[config.mk]
export PLATFORM = sky130hd
export DESIGN_NAME = sd_response_sender
export DESIGN_NICKNAME = d
export VERILOG_FILES = /design/src/rtl/sd_pkg.sv /design/src/rtl/sd_crc7.sv /design/src/rtl/sd_response_sender.sv
export SDC_FILE = /design/constraint.sdc
export NUM_CORES = 1
export LEC_CHECK = 0
export CORE_UTILIZATION = 45
export CTS_CLUSTER_SIZE = 8
export DETAILED_ROUTE_END_ITERATION = 7
export PLACE_DENSITY = 0.65
export SYNTH_ARGS = -nofsm -noshare
export SYNTH_HDL_FRONTEND = slang
export SYNTH_HIERARCHICAL = 1
export SYNTH_SLANG_ARGS = --single-unit
[constraint.sdc]
create_clock -name clock -period 2.3 [get_ports clock]
set_clock_uncertainty 0.15 [all_clocks]
set_input_delay 0.69 -clock clock [delete_from_list [all_inputs] [get_ports clock]]
set_output_delay 0.69 -clock clock [all_outputs]
set_load 0.01 [all_outputs]
[src/rtl/sd_pkg.sv]
`default_nettype none
// ============================================================================
// Module      : sd_pkg
// Description : Shared constants, types and CRC7 step function for the SD
//               CMD-line response path.
// Revision    : 1.0 - initial release
// ============================================================================
package sd_pkg;

    // Full response frame length and the prefix covered by CRC7
    localparam int SD_RESP_LEN      = 48;
    localparam int SD_RESP_CRC_BITS = 40;

    // CRC field value used by R3/R4 responses, which carry no real CRC
    localparam logic [6:0] SD_CRC_ALL_ONES = 7'h7F;

    typedef enum logic [2:0] {
        IDLE = 3'd0,
        WAIT = 3'd1,
        DATA = 3'd2,
        CRC  = 3'd3,
        END  = 3'd4
    } resp_tx_state_t;

    // One bit-serial step of CRC7 (x^7 + x^3 + 1), MSB-first input
    function automatic logic [6:0] crc7_step(input logic [6:0] crc, input logic in_bit);
        logic fb;
        fb = in_bit ^ crc[6];
        return {crc[5:3], crc[2] ^ fb, crc[1:0], fb};
    endfunction

endpackage
`default_nettype wire

[src/rtl/sd_crc7.sv]
`default_nettype none
// ============================================================================
// Module      : sd_crc7
// Description : Bit-serial CRC7 accumulator, zero initial value. Clear has
//               priority over enable.
// Revision    : 1.0 - initial release
// ============================================================================
module sd_crc7
    import sd_pkg::*;
(
    input  logic       clock,
    input  logic       clear,
    input  logic       enable,
    input  logic       in_bit,
    output logic [6:0] crc
);

    logic [6:0] crc_q;
    logic [6:0] crc_d;

    // Next CRC value: clear wins, otherwise step only when enabled
    always_comb begin
        crc_d = crc_q;
        if (clear) begin
            crc_d = 7'h00;
        end else if (enable) begin
            crc_d = crc7_step(crc_q, in_bit);
        end
    end

    // CRC register
    always_ff @(posedge clock) begin
        crc_q <= crc_d;
    end

    assign crc = crc_q;

endmodule
`default_nettype wire

[src/rtl/sd_response_sender.sv]
`default_nettype none
// ============================================================================
// Module      : sd_response_sender
// Description : Card-side transmitter for 48-bit SD/SDIO responses on the
//               CMD line. Serialises start/dir/index/arg MSB-first, appends
//               CRC7 over the first 40 bits (or all-ones) and the end bit.
//               All outputs are registered.
// Revision    : 1.0 - initial release
// ============================================================================
module sd_response_sender
    import sd_pkg::*;
#(
    parameter int NCR_CYCLES = 2
)(
    input  logic        clock,
    input  logic        reset,
    input  logic        send_start,
    input  logic [5:0]  resp_index,
    input  logic [31:0] resp_arg,
    input  logic        no_crc,
    output logic        sd_cmd_out,
    output logic        sd_cmd_oe,
    output logic        busy,
    output logic        done
);

    // Last value of the Ncr counter before the start bit is launched
    localparam logic [6:0] C_NCR_LAST      = 7'(NCR_CYCLES - 1);
    // Index of the last data bit and of the last CRC bit
    localparam logic [5:0] C_LAST_DATA_BIT = 6'(SD_RESP_CRC_BITS - 1);
    localparam logic [5:0] C_LAST_CRC_BIT  = 6'(SD_RESP_LEN - SD_RESP_CRC_BITS - 2);

    resp_tx_state_t state_q, state_d;
    logic [6:0]     ncr_cnt_q, ncr_cnt_d;
    logic [5:0]     bit_cnt_q, bit_cnt_d;
    logic [39:0]    shift_q, shift_d;
    logic [6:0]     crc_sr_q, crc_sr_d;
    logic           no_crc_q, no_crc_d;
    logic           cmd_out_q, cmd_out_d;
    logic           cmd_oe_q, cmd_oe_d;
    logic           busy_q, busy_d;
    logic           done_q, done_d;

    logic           w_accept;
    logic           w_crc_clear;
    logic           w_crc_en;
    logic [6:0]     w_crc;
    logic [6:0]     w_crc_final;

    // CRC accumulates the data bit currently on the wire during DATA
    sd_crc7 u_crc7 (
        .clock  (clock),
        .clear  (w_crc_clear),
        .enable (w_crc_en),
        .in_bit (cmd_out_q),
        .crc    (w_crc)
    );

    assign w_accept    = (state_q == IDLE) && send_start;
    assign w_crc_clear = reset || w_accept;

    // The CRC register has not yet absorbed the final data bit at the
    // DATA->CRC edge, so fold that bit in here before loading the CRC shifter.
    assign w_crc_final = no_crc_q ? SD_CRC_ALL_ONES : crc7_step(w_crc, cmd_out_q);

    // Next-state and registered-output logic
    always_comb begin
        state_d   = state_q;
        ncr_cnt_d = ncr_cnt_q;
        bit_cnt_d = bit_cnt_q;
        shift_d   = shift_q;
        crc_sr_d  = crc_sr_q;
        no_crc_d  = no_crc_q;
        cmd_out_d = cmd_out_q;
        cmd_oe_d  = cmd_oe_q;
        busy_d    = busy_q;
        done_d    = 1'b0;
        w_crc_en  = 1'b0;

        case (state_q)
            IDLE: begin
                cmd_out_d = 1'b1;
                cmd_oe_d  = 1'b0;
                if (send_start) begin
                    shift_d   = {2'b00, resp_index, resp_arg};
                    no_crc_d  = no_crc;
                    ncr_cnt_d = 7'd0;
                    busy_d    = 1'b1;
                    state_d   = WAIT;
                end
            end

            WAIT: begin
                if (ncr_cnt_q == C_NCR_LAST) begin
                    // Launch the start bit (MSB of the shifter)
                    cmd_out_d = shift_q[39];
                    cmd_oe_d  = 1'b1;
                    shift_d   = {shift_q[38:0], 1'b0};
                    bit_cnt_d = 6'd0;
                    state_d   = DATA;
                end else begin
                    ncr_cnt_d = ncr_cnt_q + 7'd1;
                end
            end

            DATA: begin
                w_crc_en = 1'b1;
                if (bit_cnt_q == C_LAST_DATA_BIT) begin
                    cmd_out_d = w_crc_final[6];
                    crc_sr_d  = {w_crc_final[5:0], 1'b0};
                    bit_cnt_d = 6'd0;
                    state_d   = CRC;
                end else begin
                    cmd_out_d = shift_q[39];
                    shift_d   = {shift_q[38:0], 1'b0};
                    bit_cnt_d = bit_cnt_q + 6'd1;
                end
            end

            CRC: begin
                if (bit_cnt_q == C_LAST_CRC_BIT) begin
                    cmd_out_d = 1'b1;
                    state_d   = END;
                end else begin
                    cmd_out_d = crc_sr_q[6];
                    crc_sr_d  = {crc_sr_q[5:0], 1'b0};
                    bit_cnt_d = bit_cnt_q + 6'd1;
                end
            end

            END: begin
                cmd_out_d = 1'b1;
                cmd_oe_d  = 1'b0;
                busy_d    = 1'b0;
                done_d    = 1'b1;
                state_d   = IDLE;
            end

            default: begin
                cmd_out_d = 1'b1;
                cmd_oe_d  = 1'b0;
                busy_d    = 1'b0;
                state_d   = IDLE;
            end
        endcase
    end

    // State and datapath registers with synchronous reset
    always_ff @(posedge clock) begin
        if (reset) begin
            state_q   <= IDLE;
            ncr_cnt_q <= 7'd0;
            bit_cnt_q <= 6'd0;
            shift_q   <= 40'd0;
            crc_sr_q  <= 7'd0;
            no_crc_q  <= 1'b0;
            cmd_out_q <= 1'b1;
            cmd_oe_q  <= 1'b0;
            busy_q    <= 1'b0;
            done_q    <= 1'b0;
        end else begin
            state_q   <= state_d;
            ncr_cnt_q <= ncr_cnt_d;
            bit_cnt_q <= bit_cnt_d;
            shift_q   <= shift_d;
            crc_sr_q  <= crc_sr_d;
            no_crc_q  <= no_crc_d;
            cmd_out_q <= cmd_out_d;
            cmd_oe_q  <= cmd_oe_d;
            busy_q    <= busy_d;
            done_q    <= done_d;
        end
    end

    assign sd_cmd_out = cmd_out_q;
    assign sd_cmd_oe  = cmd_oe_q;
    assign busy       = busy_q;
    assign done       = done_q;

endmodule
`default_nettype wire

* Yosys cells after proc, flatten, opt, wreduce, memory -nomap -nowiden
Index checks and enable logic that the tools add are counted.
** Word-level totals
- Flip-flop bits (word level) :: 75
- Latch bits :: 0
- Memory bits (writable) :: 0
- ROM bits :: 0
- Input bits :: 42
- Output and inout bits :: 4
- Word-level logic and storage cells :: 78
- Memories :: 0
** Cells by class
- $add $sub $neg :: 2
- Multipliers :: 0
- Divide/modulo/power cells :: 0
- $lt $le $gt $ge :: 0
- Equality and inequality tests :: 14
- Shift operators :: 0
- Multiplexer cells :: 30
- Bitwise operators :: 4
- Reduce and logical (&&, ||, !) cells :: 17
** Operator list (number)
- 2-to-1 mux 40 bit :: 3
- case mux 40 bit (3 select lines) :: 1
- 2-to-1 mux 7 bit :: 5
- case mux 7 bit (2 select lines) :: 2
- 2-to-1 mux 6 bit :: 3
- case mux 6 bit (3 select lines) :: 1
- != test 2 bit, second input constant :: 7
- 2-to-1 mux 3 bit :: 4
- case mux 3 bit (4 select lines) :: 1
- AND reduction 3 bit :: 3
- AND reduction 4 bit :: 2
- adder 7 x 1 -> 7 bit, second input constant :: 1
- == test 7 x 1 -> 1 bit, second input constant :: 1
- 2-to-1 mux 1 bit :: 7
- adder 6 x 1 -> 6 bit, second input constant :: 1
- == test 3 x 2 -> 1 bit, second input constant :: 2
- == test 6 x 3 -> 1 bit, second input constant :: 1
- == test 6 bit, second input constant :: 1
- AND reduction 2 bit :: 3
- nonzero test 3 bit :: 2
- case mux 1 bit (2 select lines) :: 2
- nonzero test 2 bit :: 2
- == test 3 x 1 -> 1 bit, second input constant :: 1
- == test 3 bit, second input constant :: 1
- other kinds (8) :: 10

* Longest topological paths before layout
- Depth in word-level cells :: 5
- Gate-level depth with buffers :: 8
- Depth with buffers taken out :: 6

* Cells and area by module
Netlist, hierarchy kept.
** By module, submodules not included
- sd_response_sender :: instances 1, cells an instance 379, area each 3628.5 µm², seq. area each 1341.3 µm²
- sd_crc7 :: instances 1, cells an instance 26, area each 269.0 µm², seq. area each 140.1 µm²

* Worst setup path after synthesis
No wires, ideal clock.
- Path kind :: input-to-reg
- From :: input send_start
- To :: register u_crc7.crc_q[3], in the netlist u_crc7/crc[3]
- Setup time :: 0.095 ns
- Arrival :: 2.027 ns
- Data required time :: 2.055 ns
- Slack :: 0.028 ns
- Stages :: 7
- Buffers on the path :: 2
- Cell sequence :: nand2b_1 -> nor3_1 -> or2_2 -> clkbuf_1 -> clkbuf_1 -> or4b_1 -> o311ai_1
** Between the ends
- Longest elaborated chain between the ends :: 2
** RTL lines
- start, declared :: line sd_response_sender.sv:17 : input logic send_start,
- logical AND 1 bit :: line sd_response_sender.sv:59 : assign w_accept = (state_q == IDLE) && send_start;
- logical OR 1 bit :: line sd_response_sender.sv:60 : assign w_crc_clear = reset || w_accept;
- via w_crc_clear :: line sd_response_sender.sv:45 : logic w_crc_clear;
- end signal, assigned :: line sd_crc7.sv:33 : crc_q <= crc_d;
- end, declared :: line sd_crc7.sv:18 : logic [6:0] crc_q;
The timed path passes the listed nets, and every way through them passes these cells.
A chain may end at the register's enable or synchronous reset.

* Worst setup path in the final report
- From :: register cmd_out_q, in the netlist sd_cmd_out
- To :: output sd_cmd_out
** RTL lines
- start, declared :: line sd_response_sender.sv:39 : logic cmd_out_q, cmd_out_d;
- start signal, assigned :: line sd_response_sender.sv:168 : cmd_out_q <= cmd_out_d;
- end, declared :: line sd_response_sender.sv:21 : output logic sd_cmd_out,
No word-level cell between the ends.

==> impl_results.md <==
* Critical path fanouts, max at 5
* Fin crit share at 95.9%
* Synth unique cells at 56
* Int Pwr at around 2400 µW
* Crit Path Category: flop to output pin
* Routed WL at 8590 µm
* CP top delay family: buffers and inverters
* Initial DRC count at 135
* Layout cells sized above 1 at 19.6%
* Vias at 3193
* Rows at 33
* LEAKAGE at 0.00165 µW
* Slew HR at 64.5%
* Chip height at around 95 µm
* Worst stage delay on the critical path at between 500 and 600 ps
* Post-route ant nets at 0
* Wire length per cell at 15.3 µm
* Fin cells at 560
* Tmin final at 2210 ps
* Max Clock Freq at roughly 450 MHz
* Fill count at 753
* Post-route setup slack at 94.2 ps
* Global placer's final weighted congestion at 0.836
* Total track usage at 20.5%
* Clock latency on the worst-skew pair at 350 ps
* Ys Warns at 6
* Fraction of registers with async set/reset at 0%
* Synth Instances at 405
* RSZ-0062 raised after global routing: false
* Commonest non-fill, non-tap cells in the layout: dfxtp_1 (74), a21oi_1 (55), clkdlybuf4s50_1 (44), mux2i_1 (43), a211oi_2 (30)
* Maxcap violations at 0
* Pins Over Slew Limit at 0
* Final Net Count at 496
* CP cell instances: clkdlybuf4s50_1
* Clk network pwr share at a little under a third
* Mean Syn Cell Area at 9.62 µm²
* Core Area at a little over 0.008 mm²
* Antenna diodes at 0
* Yosys reg bits at 74
* Largest net degree at the start of global routing at 38
* Seq pwr share at 43.7%
* IO Count at 46
* Port buffer count at 45
* Leading cell type in the layout, fill and taps excluded: dfxtp_1
* Net Count, Synth at 451
* CTS H-tree lvls at 3
* Drt pass-1 iters at 4
* Total CTS buffers at 9
* P&R area growth vs syn at 21.2%
* Post-route setup TNS at 0 ps
* Buf/Inv on CP at 1
* Register area share after synthesis at 38.0%
* CTS tree: yes
* Switch share at 30.1%
* Hold Crit Class: flop to flop
* Outcome: completed
* # clock sinks at 74
* Worst-Margin Slew at about 520 ps
* Chip width at 95.1 µm
* Top_reg_cell synth: dfxtp_1
* Clock root buffer master: clkbuf_8
* Max IR drop VDD at 0.331 mV
* Crit. End Element: output pin
* Switching Power at 1020 µW
* CP max-delay cell: clkdlybuf4s50_1
* Final setup viols at 0
* Critical path arrival at ~1400 ps
* Number of post-CTS setup repair buffers at 0
* Final core utilization at 56.9%
* Synth Cell Area at 0.00390 mm²
* Combinational power share at 26.1%
* Hpwl dp at 5850 µm
* Clock slew at reported path FFs at 80 ps
* Die area at between 0.009 and 0.01 mm²
* Longest Clk Path Bufs at 2
* Placed Instances at 544
* GRT Residual Overflow at 0
* Vias per cell at 5.70
* CP required at 1460 ps
* Initial antenna violation count at 0
* Starting density of the core at 47.0%
* Startpoint types: flop
* Total Power at 3400 µW
* Final Hold Viols at 0
* Vias in the first global route at ~3100
* Pre-CTS setup slack at -120 ps
* Power Density at ~720 mW/mm²
* First-pass GRT wire length at about 15000 µm
* Post-route DRC at 0
* Number of flops mapped to enable cells by yosys at 0
==> sequential cells by signal, indices dropped and copies added, names as in the netlist <==
signal      count
ncr_cnt_q       7
sd_cmd_out      1
busy            1
crc_sr_q        6
no_crc_q        1
bit_cnt_q       6
state_q         3
u_crc7/crc      7
shift_q        40
done            1
sd_cmd_oe       1
==> power by group through the flow <==
stage / logic (µW) / clock network (µW) / registers (µW)
after global routing: 968 / 1110 / 1500
after global placement: 879 / 0 / 1510
after floorplan: 676 / 0 / 1490
after detailed placement: 892 / 0 / 1520
final: 886 / 1030 / 1490
after CTS: 894 / 1060 / 1490
==> metal layers <==
metal / track usage, % / up-vias / part of all wire [%]
met5: 0 / - / 0
met4: 4.55 / 0 / 0.68
met1: 27.2 / 1508 / 49
met3: 4.86 / 6 / 3.8
li1: - / 1619 / -
met2: 33.8 / 60 / 47
==> final timing paths <==
check / from / to / slack (ps) / cells past startpoint
setup / recovery: sd_cmd_out / sd_cmd_out / 90 / 1
setup reg to reg: ncr_cnt_q[2] / bit_cnt_q[4] / 210 / 4
hold reg to reg: shift_q[38] / shift_q[39] / 310 / 2
hold / removal: shift_q[38] / shift_q[39] / 310 / 2
==> layout make-up <==
class	count	area (µm²)	share of cell area, %
multi-input combinational	286	2170	45.9
sequential	74	1480	31.4
timing repair buffer	73	718	15.2
clock buffer	10	138	2.91
tap	105	131	2.78
clock inverter	6	63.8	1.35
inverter	6	22.5	0.477
==> stage by stage <==
stage,hold slack (ps),cell area (µm²)
2_1_floorplan,296,3900
3_3_place_gp,303,4510
3_5_place_dp,320,4510
4_1_cts,319,4710
5_1_grt,347,4720
6_report,314,4720
==> cells in the mapped netlist, types with 2 or more instances <==
| cell | n | share of area, % |
|---|---|---|
| o31a_1 | 2 | 0.45 |
| o21ai_0 | 16 | 2.1 |
| nand2b_1 | 3 | 0.48 |
| a31oi_1 | 4 | 0.64 |
| nor3_1 | 2 | 0.26 |
| buf_8 | 3 | 1.2 |
| nand4_1 | 2 | 0.32 |
| a311oi_1 | 2 | 0.45 |
| nor2_1 | 24 | 2.3 |
| xor2_1 | 4 | 0.90 |
| a41o_1 | 2 | 0.51 |
| mux2i_1 | 43 | 11 |
| and3b_1 | 2 | 0.45 |
| nand2_1 | 13 | 1.3 |
| buf_2 | 8 | 1.0 |
| o31ai_1 | 3 | 0.58 |
| ha_1 | 4 | 1.3 |
| a211oi_2 | 30 | 9.6 |
| or4_1 | 3 | 0.58 |
| or2_2 | 4 | 0.64 |
| nor4_1 | 5 | 0.80 |
| a21oi_1 | 55 | 7.1 |
| xnor2_1 | 4 | 0.90 |
| clkbuf_1 | 18 | 1.7 |
| nand3b_1 | 3 | 0.58 |
| o2111ai_1 | 8 | 1.8 |
| buf_6 | 7 | 2.0 |
| inv_1 | 6 | 0.58 |
| a211oi_1 | 10 | 1.9 |
| or3_1 | 2 | 0.32 |
| dfxtp_1 | 74 | 38 |
| buf_1 | 3 | 0.29 |
| and2_1 | 2 | 0.32 |
| nand3_1 | 9 | 1.2 |
| nand4b_1 | 3 | 0.67 |
| a31o_2 | 2 | 0.45 |
==> kinds of logic (layout without fill, tap and decap cells) <==
logic type / count (synthesis) / count (layout) / synth area share (%)
AO/OA/AOI/OAI: 145 / 145 / 28.5
multiplexers: 43 / 43 / 11.0
AND/OR/NAND/NOR: 85 / 85 / 12.0
buffers and inverters: 45 / 95 / 6.81
adder cells (fa/ha/maj): 4 / 4 / 1.28
XOR/XNOR: 9 / 9 / 2.38
flip-flops: 74 / 74 / 38.0
==> timing repair <==
| item | in CTS | in global routing |
|---|---|---|
| resized for setup | 0 | 3 |
| setup endpoints to repair | 0 | 2 |
| hold buffers | 0 | 0 |
Note: power is estimated with default switching activity, not from simulation.
